===== src/rtl/ser_xfer_pkg.sv =====
// Shared definitions for the BIST serial transfer controller: state encoding
// and the default word width.
package ser_xfer_pkg;

    localparam int WD_DEFAULT = 32;

    typedef enum logic [1:0] {
        IDLE  = 2'd0,
        LOAD  = 2'd1,
        SHIFT = 2'd2,
        DONE  = 2'd3
    } xfer_state_e;

endpackage


===== src/rtl/ser_xfer_ctrl.sv =====
// Sequences one parallel-to-serial transfer through the BIST shifter/chain and
// assembles the returning chain bits into a parallel response with an ack pulse.
module ser_xfer_ctrl
    import ser_xfer_pkg::*;
#(
    parameter int WD    = WD_DEFAULT,
    parameter int CNT_W = $clog2(WD)
) (
    input  logic          clk,
    input  logic          rst_n,
    input  logic          req,
    input  logic [WD-1:0] cmd_data,
    output logic          busy,
    output logic          ack,
    output logic [WD-1:0] rsp_data,
    output logic          ser_load,
    output logic          ser_shift,
    output logic [WD-1:0] ser_load_data,
    input  logic          chain_so
);

    xfer_state_e      state_r;
    xfer_state_e      state_next_s;
    logic [CNT_W-1:0] cnt_r;
    logic [WD-1:0]    rx_r;
    logic [WD-1:0]    rx_next_s;
    logic             last_bit_s;

    assign last_bit_s = (cnt_r == CNT_W'(WD - 1));
    // LSB-first: the shifter emits bit0 first, so it ends up in rx[0].
    assign rx_next_s  = {chain_so, rx_r[WD-1:1]};

    // Next-state logic for the transfer sequencer.
    always_comb begin
        state_next_s = state_r;
        case (state_r)
            IDLE: begin
                if (req) begin
                    state_next_s = LOAD;
                end else begin
                    state_next_s = IDLE;
                end
            end
            LOAD: begin
                state_next_s = SHIFT;
            end
            SHIFT: begin
                if (last_bit_s) begin
                    state_next_s = DONE;
                end else begin
                    state_next_s = SHIFT;
                end
            end
            DONE: begin
                state_next_s = IDLE;
            end
            default: begin
                state_next_s = IDLE;
            end
        endcase
    end

    // State register.
    always_ff @(posedge clk or negedge rst_n) begin
        if (!rst_n) begin
            state_r <= IDLE;
        end else begin
            state_r <= state_next_s;
        end
    end

    // Outputs registered from the next-state decode so they align with the state flops.
    always_ff @(posedge clk or negedge rst_n) begin
        if (!rst_n) begin
            busy      <= 1'b0;
            ack       <= 1'b0;
            ser_load  <= 1'b0;
            ser_shift <= 1'b0;
        end else begin
            busy      <= (state_next_s != IDLE);
            ack       <= (state_next_s == DONE);
            ser_load  <= (state_next_s == LOAD);
            ser_shift <= (state_next_s == SHIFT);
        end
    end

    // Bit counter: cleared in LOAD, advances per shift, parks on the last bit.
    always_ff @(posedge clk or negedge rst_n) begin
        if (!rst_n) begin
            cnt_r <= '0;
        end else if (state_r == LOAD) begin
            cnt_r <= '0;
        end else if ((state_r == SHIFT) && !last_bit_s) begin
            cnt_r <= cnt_r + CNT_W'(1);
        end
    end

    // Receive shift register capturing chain_so on every shift edge.
    always_ff @(posedge clk or negedge rst_n) begin
        if (!rst_n) begin
            rx_r <= '0;
        end else if (state_r == SHIFT) begin
            rx_r <= rx_next_s;
        end
    end

    // Response word takes the completed capture on the last shift edge, so it
    // is already valid in the DONE/ack cycle and held until the next one.
    always_ff @(posedge clk or negedge rst_n) begin
        if (!rst_n) begin
            rsp_data <= '0;
        end else if ((state_r == SHIFT) && last_bit_s) begin
            rsp_data <= rx_next_s;
        end
    end

    // Shifter load value changes only when a request is accepted.
    always_ff @(posedge clk or negedge rst_n) begin
        if (!rst_n) begin
            ser_load_data <= '0;
        end else if ((state_r == IDLE) && req) begin
            ser_load_data <= cmd_data;
        end
    end

endmodule


===== config.mk =====
export PLATFORM = sky130hd
export DESIGN_NAME = ser_xfer_ctrl
export DESIGN_NICKNAME = d
export VERILOG_FILES = /design/src/rtl/ser_xfer_pkg.sv /design/src/rtl/ser_xfer_ctrl.sv
export SDC_FILE = /design/constraint.sdc
export NUM_CORES = 1
export LEC_CHECK = 0
export CORE_ASPECT_RATIO = 0.5
export CORE_MARGIN = 10
export CORE_UTILIZATION = 56
export CTS_CLUSTER_DIAMETER = 40
export DETAILED_ROUTE_END_ITERATION = 10
export DONT_BUFFER_PORTS = 1
export GPL_ROUTABILITY_DRIVEN = 1
export PLACE_DENSITY = 0.75
export RECOVER_POWER = 100
export SLEW_MARGIN = 10
export SYNTH_ARGS = -nofsm -noshare
export SYNTH_HDL_FRONTEND = slang
export SYNTH_SLANG_ARGS = --single-unit

===== constraint.sdc =====
create_clock -name clk -period 1.7 [get_ports clk]
set_input_delay 0.34 -clock clk [delete_from_list [all_inputs] [get_ports clk]]
set_output_delay 0.34 -clock clk [all_outputs]
set_load 0.05 [all_outputs]

======== After elaboration in Yosys (flattened, before gate mapping) ========
Index checks and enable logic that the tools add are counted.
storage, ports and cells
  output and inout port bits .............. 68
  register bits ........................... 107
  word-level logic and storage cells ...... 29
operators by class
  muxes and demuxes ....................... 5
  reduce and logical (&&, ||, !) cells .... 7
  equality and inequality tests ........... 7
  $add $sub $neg .......................... 1
operators with widths
  kind                                                                   number
  5-bit 2-to-1 mux                                                       2
  2-bit equality test, second input constant                             4
  2-bit one-hot mux with 4 select lines                                  1
  5-bit by 1-bit adder with 5-bit output, second input constant          1
  5-bit equality test, second input constant                             1
  2-bit by 1-bit equality test with 1-bit output, second input constant  2
  2-bit nonzero test                                                     2
  1-bit logical AND                                                      3
  2-bit zero test                                                        1
  1-bit 2-to-1 mux                                                       2
  1-bit zero test                                                        1

======== Depth between registers and ports, before layout ========
  depth after elaboration ................. 5
  mapped depth ............................ 6
  depth with buffers taken out ............ 6

======== Worst setup path after synthesis ========
OpenSTA, ideal clock, no wires.
  path type ............................... register -> register
  start point ............................. reg cnt_r[0]
  end point ............................... reg rsp_data[10]
  path slack .............................. 0.012 ns
  cell stages (with the launch flop) ...... 7
  setup time .............................. 0.125 ns
  arrival ................................. 1.563 ns
  required time ........................... 1.575 ns
  path buffers ............................ 1
  cells stage by stage .................... dfrtp_1 > ha_1 > and3_1 > ha_1 > nand2_4 > buf_6 > mux2_4
on the way
  word-level cells in the longest chain between the ends .. 2
ends and longest elaborated chain
  what                      RTL line              source
  start: declaration        ser_xfer_ctrl.sv:24   logic [CNT_W-1:0] cnt_r;
  start signal: assignment  ser_xfer_ctrl.sv:94   cnt_r <= cnt_r + CNT_W'(1);
  5-bit equality test       ser_xfer_ctrl.sv:29   assign last_bit_s = (cnt_r == CNT_W'(WD - 1));
  1-bit logical AND         ser_xfer_ctrl.sv:112  end else if ((state_r == SHIFT) && last_bit_s) begin
  end signal: assignment    ser_xfer_ctrl.sv:113  rsp_data <= rx_next_s;
  end: declaration          ser_xfer_ctrl.sv:15   output logic [WD-1:0] rsp_data,
No other way between the ends.
A chain may end at the register's enable or synchronous reset.

======== Worst setup path after layout ========
  start point ............................. reg cnt_r[1]
  end point ............................... reg cnt_r[3]
on the way
  word-level cells in the longest chain between the ends .. 4
  elaborated cells on any way between the ends .. 7
  those cells by class .................... 1 x add/sub; 1 x eq/ne; 2 x mux; 3 x reduce/logical
ends and longest elaborated chain
  what
  parallel branches: the longest is 4 deep, another holds 5-bit by 1-bit adder with 5-bit output
Parallel ways; which one is timed is not known. The select of a mux whose other input is x is not followed.

==> results <==
- Clock latency on the worst-skew pair, taken at its later pin, is about 0.34 ns.
- The horizontal extent of the die is around 140 µm.
- In this run the static leakage power is 2.18 nW.
- Using the TritonRoute via totals, the vias-per-cell ratio works out to ~5.4.
- After synthesis, the cell types taking the most area are dfrtp_1 (64%), mux2_2 (16%), mux2_4 (11%).
- The floorplan step set the die height to 80.9 µm.
- The floorplan has 22 rows.
- In this run the biggest area consumer among cell types represents a little under two thirds of the synthesized area.
- The cell type with the highest aggregate area in the netlist is dfrtp_1.
- The core box area is roughly 0.0073 mm².
- Data arrives at the worst endpoint at slightly above 2 ns.
- For this block, wires on met1 add up to between 2000 and 3000 µm.
- The number of max-cap violations is 0.
- In this run, synthesis inferred 0 flip-flops with an integrated enable.
- The root buffer selected by CTS is clkbuf_16.
- After detailed routing, the total wire length is 7640 µm.
- Of the available clock period, the critical path in the final layout requires 103%.
- Synthesis produced a netlist whose cell count is 246.
- The most repeated cell in the gate-level netlist after synthesis is dfrtp_1.
- Net switching is 41.5% of the power.
- The average instance area after synthesis is between 15 and 20 µm².
- Setup repair after global routing could not meet its margin everywhere.
- The signal on the critical path passes through ha_2, and3_4, ha_4, buf_6, nand2b_4, or3_1, a21oi_2.
- Setup total negative slack on the finished layout was measured at -0.594 ns.
- STA classifies the critical path endpoint as a flip-flop.
- The number of antenna violations at the first check in global routing is 0.
- In this run, distinct cell masters in the synthesized netlist total 25.
- The share of power burned in the clock network is between 20% and 30%.
- For this run the aggregate overflow at the end of global routing stands at 0.
- The slowest stage of the critical path belongs to the cell dfrtp_1.
- In this run the power density over the cells is 2120 mW/mm².
- Entering global routing, the biggest net connects around 110 pins.
- The number of inserted diodes is 0.
- At the pin with the least slew margin, the transition time is about 0.52 ns.
- The checks that failed: negative hold slack, negative setup slack.
- The internal power consumption is 0.00588 W.
- The maximum VDD drop is around 1200 µV.
- The final route contains 1965 vias.
- The post-layout net count is roughly 300.
- Port buffering added 0 buffers.
- After synthesis, the most frequently instantiated cells are dfrtp_1 (106), mux2_2 (60), mux2_4 (30).
- Summed over all nets, the switching power comes to 0.00417 W.
- The die footprint is 0.0115 mm².
- The number of buffers on the longest clock path is 2.
- The total count of max-transition violations in the final report is 0.
- Global routing used around 14% of the available tracks across all layers.
- The highest layer touched by signal routing is met4.
- The number of top-level pins is around 100.
- The estimated wirelength of the detail-placed design is around 5200 µm.
- Measured against its own limit, the worst slew margin works out to between 60% and 70%.
- The worst hold-check slack is -0.309 ns.
- The combinational cell fraction of total power is approximately a fifth.
- The DRC violation total after the first TritonRoute iteration is 78.
- The final critical path time including I/O delays and setup is approximately 1.7 ns.
- In the final layout, the share of cells above drive strength 1 is 49.8%.
- The flip-flop cell with the highest count after synthesis is dfrtp_1.
- Derived from the worst setup path, the maximum achievable clock frequency is about 570 MHz.
- The layout has around 520 filler cells.
- The number of warning messages in the yosys log is 0.
- The first detailed-routing pass ran for 4 iterations.
- The design draws slightly above 0.01 W.
- Across all register-to-register paths, the minimum setup slack is -0.04 ns.
- The final weighted congestion of routability-driven global placement is 0.690.
- The cell total after placement is 340.
- After layout, the worst setup slack is -0.0448 ns.
- Once the floorplan was initialized, standard cells occupied a little under three fifths of the core.
- After detailed routing, the met3 layer carries around 860 µm of wire.
- Summing all non-filler instances in the final layout gives an area of about 0.0047 mm².
- The clock-pin transition on the worst setup and hold timing paths is 0.07 ns.
- By startpoint and endpoint, the worst setup path is classified as reg -> reg.
- Data on the critical path is required at its endpoint by 1.97 ns.
- After synthesis the netlist holds a flip-flop and latch count of roughly 110.
- TritonCTS built the clock tree.
- The count of final hold-check violations was 106.
- The count of nets left with antenna violations after detail routing is 0.
- The total setup violations reported at the end of the flow is 24.
- The cell area after synthesis is 0.00415 mm².
- The sequential-to-total area share from yosys stat is between 60% and 70%.
- After detailed routing, the number of remaining DRC violations is 0.
- The class of the most critical hold timing path is in -> async.
- Dividing the detail-routed wire length by the instance count gives approximately 21 µm.
- The run finished, with violations left.
- The area growth from synthesis to layout is 14.1%.
- The maximum level of the CTS H-tree is 3.
- The share of power burned in registers is approximately three fifths.
- Clock tree synthesis found a total of between 100 and 150 sinks.
- The setup clock skew after layout is ~0.006 ns.
- The final cell count without fillers is between 300 and 400.
- After detailed placement, the total cell area comes to about 0.0043 mm².
- Counting the buffers created by CTS gives 9.
- The fraction of registers with async set or reset after synthesis is 100%.
- The amount of wire on met2 after detailed routing is ~3800 µm.
- Of all nets on the critical path, the largest fanout is 3.
- The number of nets in the synthesized netlist is 288.
- The critical path's largest stage delay is 0.41 ns.
- The via count of the first global-routing pass is approximately 2300.
- The first-pass GRT wire length is about 12000 µm.
- The kind of start point of the critical path is a flip-flop.
- The worst register-to-register path has a depth of 7.
==> path summary, 6_finish.rpt <==
check,end,startpoint
max,cnt_r[3],cnt_r[1]
min reg2reg,rx_r[1],rx_r[1]
min,rx_r[24],rst_n
max reg2reg,cnt_r[3],cnt_r[1]
max in group asynchronous,ser_load_data[16],rst_n
min in group clk,ser_load_data[7],cmd_data[7]
==> flip-flops by register name, summed over array words and instances, names as in the netlist <==
register	count
rsp_data	32
ser_load_data	32
rx_r	31
cnt_r	5
state_r	2
ack	1
busy	1
ser_load	1
ser_shift	1
==> logic make-up after synthesis <==
group,count (synthesis),share of synthesized area (%)
XOR/XNOR,2,0.422
AO/OA/AOI/OAI,5,0.663
flip-flops,106,63.9
adder cells (fa/ha/maj),6,1.81
buffers and inverters,13,2.08
AND/OR/NAND/NOR,19,2.65
multiplexers,95,28.5
==> cells in the final DEF, fill, tap and decap left out, drive strengths merged <==
master,instances
dfrtp,106
mux2,95
buf,13
clkbuf,10
nand2,7
ha,6
inv,4
clkinv,4
nor2,3
a21oi,3
nand2b,2
o21a,1
and3,1
and2,1
nor2b,1
nand3,1
o21ai,1
or3,1
nand3b,1
xor2,1
and2b,1
xnor2,1
bufinv,1
==> metrics by stage <==
step                utilization (%)  setup slack (ns)
floorplan                         -            0.0118
global placement               59.1           -0.0133
detailed placement             59.1           -0.0730
CTS                            65.1           -0.0238
global route                   65.2           -0.0906
finish                         65.2           -0.0448
==> routing by layer <==
metal  vias up  track usage (%)
met3        13             8.96
met1       998             14.7
li1        885                -
met5         -                0
met4         0             4.67
met2        69             22.8
==> timing repair <==
action,CTS,global route
pin swaps,4,0
endpoints found under the hold margin,106,106
resized for setup,13,5
gates cloned,2,0
setup endpoints to repair,36,28
buffers inserted,3,0
==> final cells by class <==
class | instances | area (µm²) | area share, %
tap | 96 | 120 | 2.53
clock inverter | 6 | 66.3 | 1.40
timing repair buffer | 13 | 195 | 4.12
inverter | 3 | 11.3 | 0.238
sequential | 106 | 2650 | 56.0
clock buffer | 10 | 229 | 4.83
multi-input combinational | 127 | 1460 | 30.9
==> power groups by stage <==
stage	logic (W)	clock network [W]	registers (W)
6_report	0.00203	0.00202	0.00600
5_1_grt	0.00225	0.00220	0.00616
4_1_cts	0.00203	0.00208	0.00602
3_5_place_dp	0.00197	0	0.00605
3_3_place_gp	0.00186	0	0.00600
2_1_floorplan	0.00169	0	0.00576
==> critical path: cells and delay by family, from the launching register on <==
family / cells / cell delay (ns)
flops: 1 / 0.41
buf+inv: 1 / 0.11
fa+ha+maj: 2 / 0.36
simple gates: 3 / 0.67
compound gates: 1 / 0.12
(Power assumes the default switching activity.)
